File: src/rtl/double_to_int_arbiter.sv
// ---------------------------------------------------------------------------
// double_to_int_arbiter
//
// Shares one pipelined double->int64 converter between NUM_REQ requesters.
// Operands are granted one per cycle, and each operand is tracked by a
// {valid, index} tag that travels alongside it through a LATENCY-deep tag
// pipeline. When a tag reaches the last stage, the converter output is
// captured into that requester's result register. The register holds the
// value until the requester acknowledges it.
//
// Handshakes (both directions use the same rule):
//   A transfer happens on a rising edge where the strobe and the ack are both
//   high. The strobe side may drop its strobe at any time before the
//   transfer, and nothing changes. The ack side never depends on a transfer
//   having already happened in the same cycle.
//     operand side : req_stb[i] (valid) / req_ack[i] (ready, one-hot grant)
//     result side  : res_stb[i] (valid) / res_ack[i] (ready)
//
// Parameters:
//   NUM_REQ  number of requesters (2..8)
//   LATENCY  converter latency in clk edges (>= 1)
//
// Ports:
//   clk        system clock, rising edge
//   rst        asynchronous active-high reset
//   req_a      NUM_REQ packed 64-bit operands, slice i = [64*i +: 64]
//   req_stb    per-requester operand valid
//   req_ack    one-hot grant (combinational)
//   res_z      NUM_REQ packed 64-bit held results
//   res_stb    per-requester result valid
//   res_ack    per-requester result consume
//   conv_a     registered operand to the shared converter
//   conv_z     converter result
//   dbg_state  per-requester FSM state, 2 bits each (0 IDLE, 1 BUSY, 2 DONE)
//
// Build option:
//   DOUBLE_TO_INT_ARBITER_FIXED_PRIORITY_EN
//     Defined: the lowest-index eligible requester always wins, and there is
//     no round-robin pointer.
//     Undefined (default): round-robin starting from rr_q.
// ---------------------------------------------------------------------------
module double_to_int_arbiter #(
    parameter int NUM_REQ = 4,
    parameter int LATENCY = 4
) (
    input  logic                   clk,
    input  logic                   rst,
    input  logic [NUM_REQ*64-1:0]  req_a,
    input  logic [NUM_REQ-1:0]     req_stb,
    output logic [NUM_REQ-1:0]     req_ack,
    output logic [NUM_REQ*64-1:0]  res_z,
    output logic [NUM_REQ-1:0]     res_stb,
    input  logic [NUM_REQ-1:0]     res_ack,
    output logic [63:0]            conv_a,
    input  logic [63:0]            conv_z,
    output logic [2*NUM_REQ-1:0]   dbg_state
);

    localparam int IDX_W = (NUM_REQ > 1) ? $clog2(NUM_REQ) : 1;

    typedef enum logic [1:0] {
        ST_IDLE = 2'd0,
        ST_BUSY = 2'd1,
        ST_DONE = 2'd2
    } req_state_e;

    typedef struct packed {
        logic             valid;
        logic [IDX_W-1:0] idx;
    } tag_t;

    req_state_e            state_q [NUM_REQ];
    req_state_e            state_d [NUM_REQ];
    tag_t                  tag_q   [LATENCY];
    logic [63:0]           conv_a_q;
    logic [NUM_REQ*64-1:0] res_z_q;

    logic [NUM_REQ-1:0]    elig;
    logic                  gnt_vld;
    logic [IDX_W-1:0]      gnt_idx;
    logic                  cap_vld;
    logic [IDX_W-1:0]      cap_idx;
    logic [IDX_W:0]        cand_w;
    logic [IDX_W-1:0]      cand;

`ifndef DOUBLE_TO_INT_ARBITER_FIXED_PRIORITY_EN
    logic [IDX_W-1:0]      rr_q;
    logic [IDX_W-1:0]      rr_d;
`endif

    // A requester may only be granted while its FSM is IDLE. This keeps at
    // most one operation per requester in flight, so a capture never
    // overwrites a result that has not been consumed yet.
    always_comb begin
        elig = '0;
        for (int i = 0; i < NUM_REQ; i++) begin
            elig[i] = req_stb[i] && (state_q[i] == ST_IDLE);
        end
    end

    // The candidate search visits every index exactly once. In round-robin
    // mode it starts at rr_q and wraps modulo NUM_REQ. The extra bit in
    // cand_w holds the unwrapped sum. No grant is issued while rst is high.
    always_comb begin
        gnt_vld = 1'b0;
        gnt_idx = '0;
        cand_w  = '0;
        cand    = '0;
        for (int off = 0; off < NUM_REQ; off++) begin
`ifdef DOUBLE_TO_INT_ARBITER_FIXED_PRIORITY_EN
            cand_w = (IDX_W+1)'(off);
`else
            cand_w = {1'b0, rr_q} + (IDX_W+1)'(off);
            if (cand_w >= (IDX_W+1)'(NUM_REQ)) begin
                cand_w = cand_w - (IDX_W+1)'(NUM_REQ);
            end
`endif
            cand = cand_w[IDX_W-1:0];
            if (!gnt_vld && !rst && elig[cand]) begin
                gnt_vld = 1'b1;
                gnt_idx = cand;
            end
        end
    end

    always_comb begin
        req_ack = '0;
        if (gnt_vld) begin
            req_ack[gnt_idx] = 1'b1;
        end
    end

`ifndef DOUBLE_TO_INT_ARBITER_FIXED_PRIORITY_EN
    always_comb begin
        rr_d = rr_q;
        if (gnt_vld) begin
            rr_d = (gnt_idx == IDX_W'(NUM_REQ - 1)) ? '0 : gnt_idx + 1'b1;
        end
    end

    always_ff @(posedge clk or posedge rst) begin
        if (rst) begin
            rr_q <= '0;
        end else begin
            rr_q <= rr_d;
        end
    end
`endif

    // The last tag stage names the requester whose result is on conv_z at
    // this edge.
    assign cap_vld = tag_q[LATENCY-1].valid;
    assign cap_idx = tag_q[LATENCY-1].idx;

    // Per-requester FSM. BUSY only leaves through a capture, and only BUSY
    // requesters have valid tags, so capture and ack never overlap.
    always_comb begin
        for (int i = 0; i < NUM_REQ; i++) begin
            state_d[i] = state_q[i];
            case (state_q[i])
                ST_IDLE: if (gnt_vld && gnt_idx == IDX_W'(i)) state_d[i] = ST_BUSY;
                ST_BUSY: if (cap_vld && cap_idx == IDX_W'(i)) state_d[i] = ST_DONE;
                ST_DONE: if (res_ack[i])                      state_d[i] = ST_IDLE;
                default:                                      state_d[i] = ST_IDLE;
            endcase
        end
    end

    always_ff @(posedge clk or posedge rst) begin
        if (rst) begin
            for (int i = 0; i < NUM_REQ; i++) begin
                state_q[i] <= ST_IDLE;
            end
        end else begin
            for (int i = 0; i < NUM_REQ; i++) begin
                state_q[i] <= state_d[i];
            end
        end
    end

    // The tag pipeline shifts every cycle. A cycle without a grant inserts a
    // bubble, so results emerging after a reset are dropped.
    always_ff @(posedge clk or posedge rst) begin
        if (rst) begin
            for (int j = 0; j < LATENCY; j++) begin
                tag_q[j] <= '0;
            end
        end else begin
            tag_q[0] <= {gnt_vld, gnt_idx};
            for (int j = 1; j < LATENCY; j++) begin
                tag_q[j] <= tag_q[j-1];
            end
        end
    end

    // conv_a holds its value when there is no grant. A result slice keeps its
    // value after being acked and changes only on the next capture.
    always_ff @(posedge clk or posedge rst) begin
        if (rst) begin
            conv_a_q <= '0;
            res_z_q  <= '0;
        end else begin
            if (gnt_vld) begin
                conv_a_q <= req_a[gnt_idx*64 +: 64];
            end
            if (cap_vld) begin
                res_z_q[cap_idx*64 +: 64] <= conv_z;
            end
        end
    end

    always_comb begin
        res_stb   = '0;
        dbg_state = '0;
        for (int i = 0; i < NUM_REQ; i++) begin
            res_stb[i]          = (state_q[i] == ST_DONE);
            dbg_state[2*i +: 2] = state_q[i];
        end
    end

    assign conv_a = conv_a_q;
    assign res_z  = res_z_q;

endmodule

File: config.mk
export PLATFORM = sky130hd
export DESIGN_NAME = double_to_int_arbiter
export DESIGN_NICKNAME = d
export VERILOG_FILES = /design/src/rtl/double_to_int_arbiter.sv
export SDC_FILE = /design/constraint.sdc
export NUM_CORES = 1
export LEC_CHECK = 0
export CELL_PAD_IN_SITES_DETAIL_PLACEMENT = 1
export CELL_PAD_IN_SITES_GLOBAL_PLACEMENT = 1
export CORE_AREA = 2 2 257 259
export CTS_BUF_LIST = sky130_fd_sc_hd__clkbuf_4
export CTS_CLUSTER_DIAMETER = 50
export CTS_CLUSTER_SIZE = 20
export DETAILED_ROUTE_END_ITERATION = 10
export DIE_AREA = 0 0 259 261
export PLACE_DENSITY = 0.75
export SLEW_MARGIN = 10
export SYNTH_ARGS = -nofsm -noshare
export SYNTH_HDL_FRONTEND = slang
export SYNTH_SLANG_ARGS = --single-unit
File: constraint.sdc
create_clock -name clk -period 12.2 [get_ports clk]
set_clock_uncertainty 0.2 [all_clocks]
set_input_delay 1.22 -clock clk [delete_from_list [all_inputs] [get_ports clk]]
set_output_delay 1.22 -clock clk [all_outputs]
set_load 0.05 [all_outputs]
==> results.md <==
- Mapped Nets: 1,657
- Vias after detailed routing: 15,400
- Post-route cell area: 24,200 sq um
- RSZ-0062 raised after global routing: no
- First-pass GRT wire length: 111,000 um
- Hold_sp: tag_q[5]$_DFF_PP0_
- Hold Path End: cap_vld$_DFF_PP0_
- Unique cell type count in the Yosys netlist: 57
- Clock power frac: 0.118
- Routed WL: 75,500 um
- DRT antenna net count: 0
- Placed Area: 23,500 sq um
- Rel. slew slack: 0.241
- Endpoints failing setup: 0
- CTS clk-pin slew, worst paths: 0.10 ns
- Synthesis-to-layout area growth: 50.0%
- DP Worst Slack: 5.33 ns
- Nets: 2,233
- Post-CTS Repair Setup Buffers: 0
- Fin. max-slew vios: 0
- Num rows: 94
- CP Data Required Time: 10.78 ns
- Commonest cells in the netlist: dfrtp_1 (342), a22o_1 (256), o31a_1 (128), clkbuf_1 (122), nand2_1 (72)
- Hold-fix buffers at CTS: 0
- Crit path kind: input pin to output pin
- Mean number of vias per cell: 5.48
- Post-synth top area share: 0.530
- Crit path max fanout: 17
- Worst reg2reg path depth: 8
- Worst Max-Slew Pin Slew: 1.14 ns
- H-tree depth: 2
- Crit end category: output pin
- Synthesized area: 16,200 sq um
- Arrival time worst endpoint: 5.29 ns
- Power Dens Cells: 283 nW/um^2
- HPWL after DPL: 52,600 um
- CTS tree: yes
- Gate power share: 0.616
- CP startpoint kind: input pin
- Most common cell in the netlist: dfrtp_1
- Resize count post-CTS: 0
- Initial drt markers: 936
- Total CTS buffers: 44
- Initial cell density of the core: 0.248
- Placer Congestion: 0.924
- Syn. warnings: 0
- I/O Pins: 666
- Drt wl/cell: 26.9 um
- Tmin final: 6.71 ns
- Seq/Total Area, Yosys: 0.530
- Synth top area cells: dfrtp_1 (53%), a22o_1 (14%), o31a_1 (6.9%), a2111oi_2 (5.2%), and4_1 (3.5%)
- Main synth FF type: dfrtp_1
- Die H: 261 um
- Clk_lat worst skew: 0.76 ns
- Highest clock rate: 149 MHz
- Internal reg-to-reg setup slack: 8.04 ns
- Number of detailed-route iterations in the first pass: 5
- Post-synthesis average cell area: 12.2 sq um
- Port Buffers: 665
- Yosys reg bits: 342
- Reg-to-reg critical path startpoint: dbg_state[7]$_DFFE_PP0P_
- Root Buffer: clkbuf_4
- Initial antenna violation count: 15
- Sequential power share: 0.266
- Pleak: 9.77 nW
- Max-cap violations: 0
- # clock sinks: 342
- Layout cells sized above 1: 0.0999
- Mapped Cells: 1,321
- Drt drc: 0
- Synth area leader: dfrtp_1
- Gr ovfl total: 0
- Hold Path Class: flip-flop to flip-flop
- Fin Setup TNS: 0 ns
- Number of global-route vias before repair: 16,100
- Post-Layout Cell Count: 2,806
- Reg2reg end: conv_a[11]$_DFFE_PP0P_
- Core region area: 65,000 sq um
- Final worst setup slack: 5.49 ns
- Sw power: 3.55 mW
- Cells on Worst Hold Path: 0
- Cell internal pwr: 3.31 mW
- Die W: 259 um
- Sw Share: 0.518
- Final Hold Viols: 0
- Async SR Flop Fraction: 1.00
- Placed cells: 2,715
- Fin crit share: 0.550
- Post-synth EDFFs: 0
- Gr usage total: 0.214
- Worst vdd ir: 162 uV
- Largest net degree at the start of global routing: 149
- Clock Path Buffers: 3
- Status: finished, final reports clean
- DIE AREA: 67,600 sq um
[worst max path at each step]
stage / from / endpoint / slack [ns] / cells after the start
finish: req_stb[0] / req_ack[0] / 5.49 / 9
global route: rst / req_ack[1] / 5.18 / 10
CTS: rst / req_ack[2] / 5.31 / 9
detailed placement: rst / req_ack[2] / 5.33 / 9
global placement: rst / req_ack[2] / 5.38 / 9
floorplan: rst / req_ack[0] / 2.08 / 8
[per-layer routing]
metal  track usage  vias up  share of wire
met2         0.356      720           0.48
met1         0.264     7979           0.40
met5             0        -         0.0012
met3        0.0655      137          0.089
met4        0.0729       14          0.033
li1              -     6519              -
[final cells by class]
cell class	instances	area, sq um
fill	7048	40800
sequential	342	8560
multi-input combinational	805	6920
timing repair buffer	695	6890
tap	864	1080
clock inverter	35	383
clock buffer	46	345
inverter	9	37.5
antenna	10	25.0
[placed cells by master, fill, tap and decap left out, drive strengths merged, types with 3 or more instances in the layout]
cell	count
nor2b	6
nor3	3
nor4b	8
o31a	128
dfrtp	342
a211oi	64
o31ai	64
buf	30
nor2	6
nand2	72
and4	65
a21oi	7
o21ai	9
a2111oi	64
nor4	3
a22o	256
clkinvlp	6
ha	6
or3b	3
inv	20
clkbuf	46
bufinv	4
diode	10
clkinv	14
nand2b	8
clkdlybuf4s50	665
[registers in the layout, indices dropped and copies added, names as in the netlist]
signal	flops
dbg_state	8
rr_q	2
conv_a	64
tag_q	9
cap_vld	1
cap_idx	2
res_z	256
[stage by stage]
| step | hold slack [ns] | util | total power, mW |
|---|---|---|---|
| final | 0.159 | 0.373 | 6.86 |
| after global routing | 0.176 | 0.373 | 7.18 |
| after CTS | 0.163 | 0.372 | 6.91 |
| after detailed placement | 0.139 | 0.361 | 6.08 |
| after global placement | 0.133 | 0.361 | 5.99 |
| after floorplan | 0.131 | - | 4.56 |
[power groups by stage]
| stage | Sequential [mW] | Clock [mW] | Combinational, mW |
|---|---|---|---|
| floorplan | 3.10 | 0 | 1.46 |
| global placement | 1.82 | 0 | 4.17 |
| detailed placement | 1.84 | 0 | 4.24 |
| CTS | 1.82 | 0.837 | 4.25 |
| global route | 1.87 | 0.886 | 4.43 |
| finish | 1.82 | 0.809 | 4.23 |
[cells by family after synthesis]
logic type                 count (synthesis)  synth area share
AOI/OAI and AO/OA                        607             0.339
adders and majority gates                  6           0.00464
buffers and inverters                    174            0.0468
DFF                                      342             0.530
muxes                                      3           0.00279
and+or+nand+nor                          189            0.0776
[worst max-delay path, cell delays in order]
cell and delay, ns:
clkdlybuf4s50_1 0.50, nor3b_1 0.55, a32oi_2 0.27, o32a_2 0.33, a41o_4 0.40, nor2_1 0.32, inv_1 0.16, nor3_1 0.60
clkdlybuf4s50_1 0.93
Note: power is estimated with default switching activity, not from simulation.
